[src/rtl/osram_drain_if.sv]
// Bundles the OP SRAM read port, start/busy/done control and the output stream of osram_drain.
// DRAIN_CHECKSUM_EN adds the checksum signal.
interface osram_drain_if #(
    parameter int DATA_W = 128,
    parameter int ADDR_W = 4
);
    logic              start;
    logic              busy;
    logic              done;
    logic [ADDR_W-1:0] op_addr;
    logic              op_cen;
    logic              op_wen;
    logic [DATA_W-1:0] op_q;
    logic [DATA_W-1:0] out_data;
    logic              out_valid;
    logic              out_ready;
    logic              out_last;
`ifdef DRAIN_CHECKSUM_EN
    logic [15:0]       checksum;

    modport master (
        input  start, op_q, out_ready,
        output busy, done, op_addr, op_cen, op_wen, out_data, out_valid, out_last, checksum
    );
    modport slave (
        output start, op_q, out_ready,
        input  busy, done, op_addr, op_cen, op_wen, out_data, out_valid, out_last, checksum
    );
`else
    modport master (
        input  start, op_q, out_ready,
        output busy, done, op_addr, op_cen, op_wen, out_data, out_valid, out_last
    );
    modport slave (
        output start, op_q, out_ready,
        input  busy, done, op_addr, op_cen, op_wen, out_data, out_valid, out_last
    );
`endif
endinterface

[src/rtl/osram_drain.sv]
// Drains DEPTH words from the OP SRAM (1-cycle read latency) into a 2-entry buffer and streams them out.
// DRAIN_CHECKSUM_EN adds a 16-bit lane-sum checksum of all handshaked words.
module osram_drain #(
    parameter int DEPTH  = 16,
    parameter int DATA_W = 128,
    parameter int ADDR_W = 4
) (
    input  logic          clk,
    input  logic          reset,
    osram_drain_if.master bus
);
    localparam int PTR_W = ADDR_W + 1;
    localparam int LANES = DATA_W / 16;

    typedef enum logic [1:0] {IDLE, READ, FLUSH} state_t;

    state_t            state, state_nxt;
    logic [PTR_W-1:0]  rd_ptr, sent;
    logic              inflight, inflight_last;
    logic [ADDR_W-1:0] addr_q;
    logic [DATA_W-1:0] buf_data [2];
    logic [1:0]        buf_last;
    logic              head;
    logic [1:0]        count;
    logic              issue, pop, push, accept, drained;
    logic [2:0]        occ_next;

    assign pop      = (count != 2'd0) && bus.out_ready;
    assign push     = inflight;
    // Occupancy after this cycle, counting the read already in flight.
    assign occ_next = {1'b0, count} + {2'b0, inflight} - {2'b0, pop};
    assign accept   = (state == IDLE) && bus.start;
    assign drained  = (count == 2'd0) && !inflight && (sent == PTR_W'(DEPTH));

    always_ff @(posedge clk or posedge reset) begin
        if (reset) state <= IDLE;
        else       state <= state_nxt;
    end

    always_comb begin
        state_nxt = state;
        case (state)
            IDLE:    if (bus.start) state_nxt = READ;
            READ:    if (rd_ptr == PTR_W'(DEPTH)) state_nxt = FLUSH;
            FLUSH:   if (drained) state_nxt = IDLE;
            default: state_nxt = IDLE;
        endcase
    end

    always_comb begin
        issue    = 1'b0;
        bus.done = 1'b0;
        bus.busy = (state != IDLE);
        case (state)
            READ:    issue = (rd_ptr < PTR_W'(DEPTH)) && (occ_next < 3'd2);
            FLUSH:   bus.done = drained;
            default: ;
        endcase
        bus.op_cen  = !issue;
        bus.op_addr = issue ? rd_ptr[ADDR_W-1:0] : addr_q;
        bus.op_wen  = 1'b1;
    end

    always_ff @(posedge clk or posedge reset) begin
        if (reset) begin
            rd_ptr        <= '0;
            sent          <= '0;
            inflight      <= 1'b0;
            inflight_last <= 1'b0;
            addr_q        <= '0;
        end else begin
            inflight      <= issue;
            inflight_last <= issue && (rd_ptr == PTR_W'(DEPTH - 1));
            if (issue) addr_q <= rd_ptr[ADDR_W-1:0];
            if (accept) begin
                rd_ptr <= '0;
                sent   <= '0;
            end else begin
                if (issue) rd_ptr <= rd_ptr + 1'b1;
                if (pop)   sent   <= sent + 1'b1;
            end
        end
    end

    // Tail slot is head+count; push and pop may coincide at any count.
    always_ff @(posedge clk or posedge reset) begin
        if (reset) begin
            buf_data[0] <= '0;
            buf_data[1] <= '0;
            buf_last    <= '0;
            head        <= 1'b0;
            count       <= 2'd0;
        end else begin
            if (push) begin
                buf_data[head ^ count[0]] <= bus.op_q;
                buf_last[head ^ count[0]] <= inflight_last;
            end
            if (pop) head <= ~head;
            count <= count + {1'b0, push} - {1'b0, pop};
        end
    end

    assign bus.out_valid = (count != 2'd0);
    assign bus.out_data  = buf_data[head];
    assign bus.out_last  = buf_last[head] && bus.out_valid;

`ifdef DRAIN_CHECKSUM_EN
    logic [15:0] csum, lane_sum;

    always_comb begin
        lane_sum = '0;
        for (int i = 0; i < LANES; i++) lane_sum = lane_sum + bus.out_data[16*i +: 16];
    end

    always_ff @(posedge clk or posedge reset) begin
        if (reset)       csum <= '0;
        else if (accept) csum <= '0;
        else if (pop)    csum <= csum + lane_sum;
    end

    assign bus.checksum = csum;
`endif

    // The issue rule must keep buffered plus in-flight words within the two slots.
    assert property (@(posedge clk) disable iff (reset)
        ({1'b0, count} + {2'b0, inflight}) <= 3'd2);
endmodule

[src/flat_wrapper.sv]
// flat-port wrapper written by rule: the top's interface ports become plain ports
module osram_drain_flat 
#(
    parameter int DEPTH  = 16,
    parameter int DATA_W = 128,
    parameter int ADDR_W = 4
)
  (clk, reset, bus_start, bus_op_q, bus_out_ready, bus_busy, bus_done, bus_op_addr, bus_op_cen, bus_op_wen, bus_out_data, bus_out_valid, bus_out_last);
  osram_drain_if #(.DATA_W(DATA_W), .ADDR_W(ADDR_W)) bus_i ();
  input  logic clk;
  input  logic reset;
  input wire logic [$bits(bus_i.start)-1:0] bus_start;
  input wire logic [$bits(bus_i.op_q)-1:0] bus_op_q;
  input wire logic [$bits(bus_i.out_ready)-1:0] bus_out_ready;
  output wire logic [$bits(bus_i.busy)-1:0] bus_busy;
  output wire logic [$bits(bus_i.done)-1:0] bus_done;
  output wire logic [$bits(bus_i.op_addr)-1:0] bus_op_addr;
  output wire logic [$bits(bus_i.op_cen)-1:0] bus_op_cen;
  output wire logic [$bits(bus_i.op_wen)-1:0] bus_op_wen;
  output wire logic [$bits(bus_i.out_data)-1:0] bus_out_data;
  output wire logic [$bits(bus_i.out_valid)-1:0] bus_out_valid;
  output wire logic [$bits(bus_i.out_last)-1:0] bus_out_last;
  assign bus_i.start = bus_start;
  assign bus_i.op_q = bus_op_q;
  assign bus_i.out_ready = bus_out_ready;
  assign bus_busy = bus_i.busy;
  assign bus_done = bus_i.done;
  assign bus_op_addr = bus_i.op_addr;
  assign bus_op_cen = bus_i.op_cen;
  assign bus_op_wen = bus_i.op_wen;
  assign bus_out_data = bus_i.out_data;
  assign bus_out_valid = bus_i.out_valid;
  assign bus_out_last = bus_i.out_last;
  osram_drain #(.DEPTH(DEPTH), .DATA_W(DATA_W), .ADDR_W(ADDR_W)) u_core (.clk(clk), .reset(reset), .bus(bus_i));
endmodule
[config.mk]
export PLATFORM = sky130hd
export DESIGN_NAME = osram_drain_flat
export DESIGN_NICKNAME = d
export VERILOG_FILES = /design/src/rtl/osram_drain_if.sv /design/src/rtl/osram_drain.sv /design/src/flat_wrapper.sv
export SDC_FILE = /design/constraint.sdc
export NUM_CORES = 1
export LEC_CHECK = 0
export ABC_AREA = 1
export BUFFER_PORTS_ARGS = -buffer_cell sky130_fd_sc_hd__buf_2
export CAP_MARGIN = 20
export CORE_MARGIN = 3
export CORE_UTILIZATION = 55
export DETAILED_ROUTE_END_ITERATION = 10
export PLACE_DENSITY = 0.8
export SKIP_CTS_REPAIR_TIMING = 1
export SLEW_MARGIN = 15
export SYNTH_ARGS = -nofsm -noshare
export SYNTH_HDL_FRONTEND = slang
export SYNTH_SLANG_ARGS = --single-unit
[constraint.sdc]
create_clock -name clk -period 11.5 [get_ports clk]
set_input_delay 0.575 -clock clk [delete_from_list [all_inputs] [get_ports clk]]
set_output_delay 0.575 -clock clk [all_outputs]
set_load 0.02 [all_outputs]
==> impl_metrics.toml <==
[power_and_ir_drop]
power.share.sequential_pct = 34.0
clockPowerShare_pct = 19.7
cellLeakagePower_nw = 8.01
swShare_pct = 45.5
p_sw_mw = 2.27
internal_power_mw = 2.72
irDropWorstVdd_uv = 249
power_density_nw_per_um2 = 335
power_frac_comb_pct = 46.3

[synthesis]
yosysMostFrequentCell = "nand2_1"
synth.cell_area_sq_um = 12700
synth_commonest_cells = "nand2_1 (682), dfrtp_1 (279), o21ai_0 (171), nand3_1 (147), inv_1 (111)"
syn_inst = 1582
synth_area_leaders = "dfrtp_1 (55%), nand2_1 (20%), o21ai_0 (6.7%), nand3_1 (5.8%), inv_1 (3.3%)"
postSynthAreaPerCell_sq_um = 8.04
synthDominantCellAreaShare_pct = 54.9
yosysWarnings = 0
synth_largest_area_cell = "dfrtp_1"
synth_edf_count = 0
yosysSeqAreaShare_pct = 54.9
synthFlopType = "dfrtp_1"
postSynth.asyncResetShare_pct = 100
synth_fp_nets = 1722
ys_types = 23
ys_seq_elements = 279

[place]
place_congestion = 0.794
port_buffers = 268
dp_hpwl_mm = 18.6

[floorplan]
die_area_sq_um = 25000
core_sq_um = 22700
die_y_um = 158
die_w_um = 158
rows = 55
start_util_pct = 56.0
ioPinCount = 270

[route]
drt_pre_antenna_iters = 7
post_drt_via_cell_ratio = 5.29
drtIter0Drc = 991
routed_wl_mm = 31.7
vias = 11100
wl_per_cell_um = 15.1
route.detailed.drc = 0
ant_nets = 0

[grt]
grt_overflow_total = 0
antenna_found_initial = 3
grt_usage_pct = 24.3
grt_pass1_wl_mm = 50.5
grt_max_degree = 144
grt_pass1_vias = 10400

[cts]
cts_tree = "built"
cts.clk_slew.worst_paths_ns = 0.06
root_buffer = "clkbuf_16"
clock-sinks = 279
numCtsBuffers = 30
cts_buffer_depth = 3
cts_max_level = 1
clkLatencyLatePin_ns = 0.54

[outcome]
status = "complete, no violations"

[sta]
slew_headroom_pct = 26.2
fmax_mhz = 209
rsz0062_at_grt = "false"
final.setup.tns_ns = 0
worst_pin_slew_ns = 1.11
finClkSkew_ns = 0.0225
fin_crit_ns = 4.79
setup_violations = 0
final_max_slew_viol_count = 0
finalHoldViolations = 0
final.period_utilization_pct = 41.6

[critical_path]
cp-end-kind = "primary output"
worstPathMaxFanout = 62
arrival_ns = 4.21
critPathKind = "reg2out"
required_ns = 10.93
worstSetupStartpointType = "register"

[layout]
nFillCells = 1883
final_layout_size_suffix_gt1_share_pct = 18.6
syn_to_final_growth_pct = 17.1
multi_input_area_sq_um = 4680
regArea_sq_um = 6990
utilization_pct = 65.6
finalNetCount = 1923

[run]
maxCapViolCount = 0

[min_path]
min_path_type = "in2async"
-- metal layers --
layer	share of wire (%)	vias to the layer above	global-route usage (%)
met3	7.6	48	4.65
met1	43	5235	34.0
met4	1.7	4	5.82
met5	0.079	-	0
li1	-	5380	-
met2	47	397	39.7
-- path summary, 6_finish.rpt --
path	endpoint	slack (ns)	cells after the start	from
min	u_core.buf_data[51]$_DFFE_PP0P_	0.18	2	reset
max reg2reg	u_core.rd_ptr[0]$_DFFE_PP0P_	7.81	12	u_core.inflight$_DFF_PP0_
min reg2reg	u_core.buf_data[251]$_DFFE_PP0P_	0.47	2	u_core.buf_data[251]$_DFFE_PP0P_
max	bus_op_addr[2]	6.71	11	u_core.inflight$_DFF_PP0_
min in group clk	u_core.buf_data[10]$_DFFE_PP0P_	0.24	3	bus_op_q[10]
max in group asynchronous	u_core.buf_data[104]$_DFFE_PP0P_	8.95	4	reset
-- power groups by stage --
stage / combinational (mW) / sequential, mW / clock [mW]
6_report: 2.31 / 1.70 / 0.981
5_1_grt: 2.57 / 1.75 / 1.04
4_1_cts: 2.32 / 1.69 / 0.998
3_5_place_dp: 2.30 / 1.70 / 0
3_3_place_gp: 2.26 / 1.68 / 0
2_1_floorplan: 1.75 / 1.62 / 0
-- cell usage in the layout (no fill, tap or decap), drive strengths merged --
cell	netlist	final
buf	63	277
o21ai	223	223
nand2	682	682
diode	0	1
xor2	2	2
dfrtp	279	279
clkbuf	45	45
a21oi	1	1
conb	1	1
clkinv	0	7
inv	112	113
bufinv	0	2
nor2	11	11
xnor2	1	1
ha	7	7
fa	1	1
nor3	2	2
nand4	5	5
nand3	147	147
-- flip-flops by register name, summed over array words and instances (netlist names) --
register              cells
u_core.state              2
u_core.rd_ptr             5
u_core.count              2
u_core.addr_q             4
u_core.inflight_last      1
u_core.buf_last           2
u_core.sent               5
u_core.inflight           1
u_core.head               1
u_core.buf_data         256
-- kinds of logic after synthesis --
| family | Yosys count | synth area share (%) |
|---|---|---|
| and+or+nand+nor | 847 | 26.6 |
| buffers and inverters | 220 | 8.44 |
| DFF | 279 | 54.9 |
| other | 1 | 0.0295 |
| adders and majority gates | 8 | 0.846 |
| xor gates and xnor gates | 3 | 0.354 |
| AOI/OAI and AO/OA | 224 | 8.81 |
-- through the flow --
stage / hold WS, ns / std cells / area [sq um] / total power [mW] / worst slack (ns)
CTS: 0.225 / 2091 / 14900 / 5.01 / 6.66
floorplan: 0.437 / 1582 / 12700 / 3.37 / 3.23
detailed placement: 0.458 / 2036 / 13900 / 4.00 / 7.26
global placement: 0.453 / 2036 / 13900 / 3.94 / 7.32
global route: 0.232 / 2092 / 14900 / 5.36 / 6.44
finish: 0.179 / 2092 / 14900 / 4.99 / 6.71
-- worst max-delay path, cell delays in order, from the launching register on --
cell and delay, ns:
dfrtp_4 0.93, inv_2 0.55, ha_1 0.45, inv_1 0.05
ha_1 0.19, fa_1 0.46, inv_1 0.07, nand2_1 0.04
nor2_1 0.08, nand2_1 0.30, o21ai_0 0.33, buf_2 0.21
-- area by class of cell --
cell class	count	share of cell area, %
Tap cell	285	2.39
Multi-Input combinational cell	1083	31.4
Clock buffer	45	6.17
Sequential cell	279	46.9
Clock inverter	10	0.697
Timing Repair Buffer	277	9.46
Inverter	112	2.91
Antenna cell	1	0.0168
(Power assumes the default switching activity.)
